==> src/rtl/onc_16_dmem_pkg.sv <==
// Shared constants and types for the ONC-16 data-memory subsystem.
package onc_16_dmem_pkg;

  localparam int unsigned DATA_W = 16;

  localparam logic [DATA_W-1:0] IO_BASE_DEF = 16'hFF00;

  // Offsets within the I/O page (low byte of the address).
  localparam logic [7:0] IO_GPIO      = 8'h00;
  localparam logic [7:0] IO_CYCLE     = 8'h01;
  localparam logic [7:0] IO_UART_DATA = 8'h02;
  localparam logic [7:0] IO_UART_STAT = 8'h03;

  typedef enum logic [1:0] {
    UART_IDLE  = 2'd0,
    UART_START = 2'd1,
    UART_DATA  = 2'd2,
    UART_STOP  = 2'd3
  } uart_state_t;

endpackage

==> src/rtl/onc_16_uart_tx.sv <==
// 8N1 serial transmitter: start bit, eight data bits LSB first, stop bit.
module onc_16_uart_tx
  import onc_16_dmem_pkg::*;
#(
  parameter int unsigned BAUD_DIV = 16
) (
  input  logic       clock,
  input  logic       n_rst,
  input  logic       start,
  input  logic [7:0] data,
  output logic       busy,
  output logic       tx
);

  localparam int unsigned BW = (BAUD_DIV > 2) ? $clog2(BAUD_DIV) : 1;
  localparam logic [BW-1:0] BAUD_LAST = BW'(BAUD_DIV - 1);

  uart_state_t   state, state_n;
  logic [BW-1:0] baud, baud_n;
  logic [2:0]    idx, idx_n;
  logic [7:0]    data_q;
  logic          tx_n;

  // State, counters, latched byte and the registered line output.
  always_ff @(posedge clock or negedge n_rst) begin
    if (!n_rst) begin
      state  <= UART_IDLE;
      baud   <= '0;
      idx    <= '0;
      data_q <= '0;
      tx     <= 1'b1;
    end else begin
      state <= state_n;
      baud  <= baud_n;
      idx   <= idx_n;
      tx    <= tx_n;
      if (state == UART_IDLE && start) data_q <= data;
    end
  end

  // Next-state and counter sequencing.
  always_comb begin
    state_n = state;
    baud_n  = baud;
    idx_n   = idx;
    unique case (state)
      UART_IDLE: begin
        baud_n = '0;
        idx_n  = '0;
        if (start) state_n = UART_START;
      end
      UART_START: begin
        if (baud == BAUD_LAST) begin
          baud_n  = '0;
          idx_n   = '0;
          state_n = UART_DATA;
        end else begin
          baud_n = baud + 1'b1;
        end
      end
      UART_DATA: begin
        if (baud == BAUD_LAST) begin
          baud_n = '0;
          if (idx == 3'd7) state_n = UART_STOP;
          else             idx_n   = idx + 1'b1;
        end else begin
          baud_n = baud + 1'b1;
        end
      end
      UART_STOP: begin
        if (baud == BAUD_LAST) begin
          baud_n  = '0;
          state_n = UART_IDLE;
        end else begin
          baud_n = baud + 1'b1;
        end
      end
      default: state_n = UART_IDLE;
    endcase
  end

  // Line level decoded from the next state so tx is registered and
  // switches on the same edge as the state; data_q is already valid
  // whenever the next state is DATA.
  always_comb begin
    tx_n = 1'b1;
    unique case (state_n)
      UART_START: tx_n = 1'b0;
      UART_DATA:  tx_n = data_q[idx_n];
      default:    tx_n = 1'b1;
    endcase
  end

  assign busy = (state != UART_IDLE);

endmodule

==> src/rtl/onc_16_dmem.sv <==
// ONC-16 data memory: word RAM plus an I/O page with GPIO, cycle counter
// and serial transmitter. Read data is combinational.
module onc_16_dmem
  import onc_16_dmem_pkg::*;
#(
  parameter int unsigned        RAM_AW   = 8,
  parameter int unsigned        BAUD_DIV = 16,
  parameter logic [DATA_W-1:0]  IO_BASE  = IO_BASE_DEF
) (
  input  logic              clock,
  input  logic              n_rst,
  input  logic [DATA_W-1:0] dmem_addr,
  input  logic [DATA_W-1:0] dmem_dout,
  input  logic              dmem_we,
  output logic [DATA_W-1:0] dmem_din,
  output logic [DATA_W-1:0] gpio_out,
  output logic              uart_tx
);

  logic [DATA_W-1:0] ram [0:(1 << RAM_AW) - 1];
  logic [DATA_W-1:0] cycle_cnt;
  logic              is_io;
  logic [7:0]        io_off;
  logic [RAM_AW-1:0] ram_idx;
  logic              uart_busy;
  logic              uart_start;

  assign is_io      = (dmem_addr >= IO_BASE);
  assign io_off     = dmem_addr[7:0];
  assign ram_idx    = dmem_addr[RAM_AW-1:0];
  assign uart_start = dmem_we && is_io && (io_off == IO_UART_DATA);

  // RAM write port; contents are deliberately not reset.
  always_ff @(posedge clock) begin
    if (dmem_we && !is_io) ram[ram_idx] <= dmem_dout;
  end

  // GPIO output register.
  always_ff @(posedge clock or negedge n_rst) begin
    if (!n_rst)                                      gpio_out <= '0;
    else if (dmem_we && is_io && io_off == IO_GPIO)  gpio_out <= dmem_dout;
  end

  // Free-running cycle counter; a write clears it in preference to counting.
  always_ff @(posedge clock or negedge n_rst) begin
    if (!n_rst)                                      cycle_cnt <= '0;
    else if (dmem_we && is_io && io_off == IO_CYCLE) cycle_cnt <= '0;
    else                                             cycle_cnt <= cycle_cnt + 1'b1;
  end

  onc_16_uart_tx #(
    .BAUD_DIV (BAUD_DIV)
  ) u_uart_tx (
    .clock (clock),
    .n_rst (n_rst),
    .start (uart_start),
    .data  (dmem_dout[7:0]),
    .busy  (uart_busy),
    .tx    (uart_tx)
  );

  // Read mux, independent of dmem_we.
  always_comb begin
    dmem_din = '0;
    if (!is_io) begin
      dmem_din = ram[ram_idx];
    end else begin
      unique case (io_off)
        IO_GPIO:      dmem_din = gpio_out;
        IO_CYCLE:     dmem_din = cycle_cnt;
        IO_UART_STAT: dmem_din = {{(DATA_W-1){1'b0}}, uart_busy};
        default:      dmem_din = '0;
      endcase
    end
  end

endmodule

==> config.mk <==
export PLATFORM = sky130hd
export DESIGN_NAME = onc_16_dmem
export DESIGN_NICKNAME = d
export VERILOG_FILES = /design/src/rtl/onc_16_dmem_pkg.sv /design/src/rtl/onc_16_uart_tx.sv /design/src/rtl/onc_16_dmem.sv
export SDC_FILE = /design/constraint.sdc
export NUM_CORES = 2
export LEC_CHECK = 0
export CORE_UTILIZATION = 50
export CTS_CLUSTER_SIZE = 20
export DETAILED_ROUTE_END_ITERATION = 16
export PLACE_DENSITY_LB_ADDON = 0.12
export SYNTH_ARGS = -nofsm -noshare
export SYNTH_HDL_FRONTEND = slang
export SYNTH_HIERARCHICAL = 1
export SYNTH_SLANG_ARGS = --single-unit
==> constraint.sdc <==
create_clock -name clock -period 4 [get_ports clock]
set_input_delay 0.8 -clock clock [delete_from_list [all_inputs] [get_ports clock]]
set_output_delay 0.8 -clock clock [all_outputs]
set_load 0.02 [all_outputs]
==> metrics.md <==
| Metric | Value |
|---|---|
| First-pass GRT wire length | `626 mm` |
| Layout cells sized above 1 | `between 30% and 40%` |
| DRT Pass-1 Iters | `5` |
| H-tree level count | `5` |
| Detailed Route WL | `450 mm` |
| Critical Path Slowest Stage Cell | `o41ai_4` |
| # rows | `around 210` |
| Share of synthesized registers carrying an async set or reset | `1.21%` |
| Power Dens Cells | `492 nW/um^2` |
| Most used cell along the critical path | `buf_4` |
| Gate power share | `5.6%` |
| Max-cap violations | `0` |
| Placement Setup Slack | `-2.01 ns` |
| DP Wirelength | `279 mm` |
| NumNets Final | `8713` |
| Xor and xnor area share after synthesis | `0.0823%` |
| Yosys top cell area share | `77.1%` |
| Setup Viol. Count Final | `16` |
| Worst Skew | `0.0255 ns` |
| I/O pin cnt | `68` |
| CTS root buffer | `clkbuf_16` |
| Post-route setup slack | `-0.846 ns` |
| DRC | `0` |
| Critical Path Start Type | `input port` |
| Largest net degree at the start of global routing | `roughly 170` |
| Arr. time, crit path | `between 4 and 5 ns` |
| Vias per Instance | `6.24` |
| Avg Inst Size Synth | `21.3 sq um` |
| P_sw | `around 20 mW` |
| Library cells used by synthesis | `76` |
| Most numerous cell in the Yosys netlist | `edfxtp_1` |
| Crit-path max cell delay | `0.79 ns` |
| GPL Wtd Cong | `0.883` |
| CP Data Required Time | `3.20 ns` |
| Crit-path max FO | `11` |
| Post-synth top area cell | `edfxtp_1` |
| Initial Util | `50.2%` |
| Clk_lat worst skew | `approximately 0.96 ns` |
| Capturing element type of the critical path | `output port` |
| Multiplexer share of the synthesized area | `15.6%` |
| Worst-margin pin slew | `1.34 ns` |
| Total track usage | `27.6%` |
| Die X-Extent | `567 um` |
| Switching Share | `21.3%` |
| Cell chain of the critical path | `buf_4 > buf_4 > nand2_2 > or3_4 > buf_12 > buf_4 > o22ai_1 > nor4_2 > buf_4 > a31oi_2 > buf_4 > o41ai_4 > a41oi_2 > buf_4` |
| Final min period | `4.85 ns` |
| Status | `finished with violations` |
| CTS tree | `done` |
| I/O Buffers | `67` |
| Core Box Area | `318000 sq um` |
| Max Freq | `206 MHz` |
| Syn_nets | `around 7500` |
| Clock Tree Buf Depth | `4` |
| Main synth FF type | `edfxtp_1` |
| Final Instance Area | `191000 sq um` |
| Filler cell count | `22500` |
| Post-synth EDFFs | `4096` |
| Final Max Slew Viols | `0` |
| DP Area | `174000 sq um` |
| Simple-gate share of the synthesized area | `2.07%` |
| Synth Area in Adders | `0.0235%` |
| Synthesis-stage register bit count | `4146` |
| Violated checks | `setup timing` |
| Routed WL per cell | `about 34 um` |
| Cts bufs inserted | `~430` |
| Hold Crit Class | `in2reg` |
| Initial antenna violation count | `20` |
| Final Hold Viols | `0` |
| Die height | `567 um` |
| Die area | `322000 sq um` |
| Seq/Total Area, Yosys | `77.8%` |
| RSZ-0062 raised after global routing | `true` |
| P_int | `73.8 mW` |
| Yosys Warn Count | `6` |
| Via count | `82500` |
| Gate Count Post-Synth | `7500` |
| Post-synthesis cell area | `~160000 sq um` |
| CP Class | `in2out` |
| Commonest cells post-synth | `edfxtp_1, mux4_2, mux2i_1` |
| Sequential Power Share | `51.0%` |
| Starting DRT DRC Count | `9999` |
| Reg clk slew, reported paths | `0.06 ns` |
| Slew headroom | `10.5%` |
| Leakage | `63.1 nW` |
| Clock power share | `43.4%` |
| Area Overhead vs Synth | `19.6%` |
| Largest family of logic cells by synthesized area | `multiplexers` |
| Fin crit share | `121%` |
| Post-synthesis compound-gate area fraction | `3.05%` |
| Vias in the first global route | `about 80000` |
| Grt total ovfl | `0` |
| Most area-consuming cells after synthesis | `edfxtp_1, mux4_2, mux2i_1` |
| IR drop worst, VDD | `0.399 mV` |
| Clock sinks | `4146` |
| Antenna Nets Post-Route | `0` |
[power groups by stage]
stage / registers (mW) / clock network (mW) / logic [mW]
floorplan: 48.8 / 0 / 2.14
global placement: 48.8 / 0 / 4.82
detailed placement: 48.8 / 0 / 4.88
CTS: 47.9 / 41.2 / 5.13
global route: 47.9 / 42.8 / 5.47
finish: 47.9 / 40.7 / 5.28
[state kept, by name, summed over array words and instances (netlist names)]
| name | flops |
|---|---|
| u_uart_tx/baud | 4 |
| u_uart_tx/data_q | 8 |
| u_uart_tx/tx | 1 |
| cycle_cnt | 16 |
| u_uart_tx/state | 2 |
| gpio_out | 16 |
| u_uart_tx/idx | 3 |
| ram | 4096 |
[placed cells by master (no fill, tap or decap), types with 36 or more instances in the layout]
| cell | count |
|---|---|
| nor2_2 | 38 |
| bufinv_16 | 63 |
| buf_4 | 865 |
| clkinv_2 | 80 |
| clkinv_1 | 98 |
| clkbuf_16 | 439 |
| buf_12 | 155 |
| a22oi_1 | 136 |
| o21ai_0 | 70 |
| mux2i_1 | 629 |
| o22ai_1 | 161 |
| dfrtp_1 | 49 |
| nand2_1 | 97 |
| nand4_1 | 36 |
| clkbuf_1 | 75 |
| edfxtp_1 | 4096 |
| mux2_2 | 39 |
| buf_6 | 59 |
| nand3_1 | 57 |
| nor2_1 | 264 |
| mux4_2 | 803 |
| a21oi_1 | 65 |
| a221oi_1 | 52 |
[per-stage QoR]
| step | setup TNS [ns] | power [mW] | cells | utilization, % | hold WS, ns |
|---|---|---|---|---|---|
| 2_1_floorplan | -0.854 | 50.9 | 7500 | - | 0.439 |
| 3_3_place_gp | -23.58 | 53.6 | 12300 | 54.6 | 0.458 |
| 3_5_place_dp | -23.80 | 53.7 | 12300 | 54.6 | 0.474 |
| 4_1_cts | -11.35 | 94.2 | 13200 | 59.7 | 0.0200 |
| 5_1_grt | -10.64 | 96.1 | 13200 | 60.1 | 0.0522 |
| 6_report | -9.96 | 93.9 | 13200 | 60.1 | 0.0869 |
[kinds of logic (layout without fill, tap and decap cells)]
| group | after synthesis | after routing |
|---|---|---|
| DFF | 4146 | 4146 |
| adders and majority gates | 3 | 3 |
| other | 0 | 2 |
| xor gates and xnor gates | 15 | 15 |
| AOI/OAI and AO/OA | 717 | 717 |
| muxes | 1478 | 1478 |
| buffers and inverters | 443 | 1983 |
| and+or+nand+nor | 698 | 698 |
[worst max-delay path: cells and delay by family]
kind            cells  cell delay, ns
buf+inv             7            1.27
compound gates      4            1.23
simple gates        3            0.72
[cell type report]
type | count | area [sq um] | share of cell area, %
antenna | 2 | 5.00 | 0.00262
clock buffer | 508 | 11100 | 5.81
clock inverter | 284 | 3300 | 1.73
inverter | 5 | 26.3 | 0.0138
multi-input combinational | 2911 | 34800 | 18.2
sequential | 4146 | 124000 | 65.1
tap | 4180 | 5230 | 2.74
timing repair buffer | 1186 | 12300 | 6.43
[final timing paths]
kind,start,endpoint,slack (ns),cells past startpoint
setup / recovery,dmem_addr[2],dmem_din[13],-0.85,14
hold / removal,dmem_dout[13],ram[64][13]$_DFFE_PP_,0.09,1
setup reg to reg,u_uart_tx/baud[0]$_DFF_PN0_,u_uart_tx/tx$_DFF_PN1_,1.88,7
hold reg to reg,u_uart_tx/baud[0]$_DFF_PN0_,u_uart_tx/baud[0]$_DFF_PN0_,0.48,1
max in group asynchronous,n_rst,cycle_cnt[11]$_DFF_PN0_,2.68,3
min in group asynchronous,n_rst,gpio_out[15]$_DFFE_PN0P_,0.45,2
[timing repair]
item / 4_1_cts / 5_1_grt
endpoints found under the hold margin: 27 / 0
cloned: 15 / 8
hold buffers: 1 / 0
resized for setup: 282 / 146
buffers inserted: 34 / 40
pin swaps: 53 / 30
endpoints found under the setup margin: 16 / 16
[per-layer routing]
layer	up-vias	GRT usage (%)	wire (um)
li1	33900	-	-
met1	44300	39.8	186000
met2	3661	43.5	214000
met3	620	4.41	35600
met4	6	8.61	15300
met5	-	0	39
No activity file was read; power rests on OpenSTA's default activity.
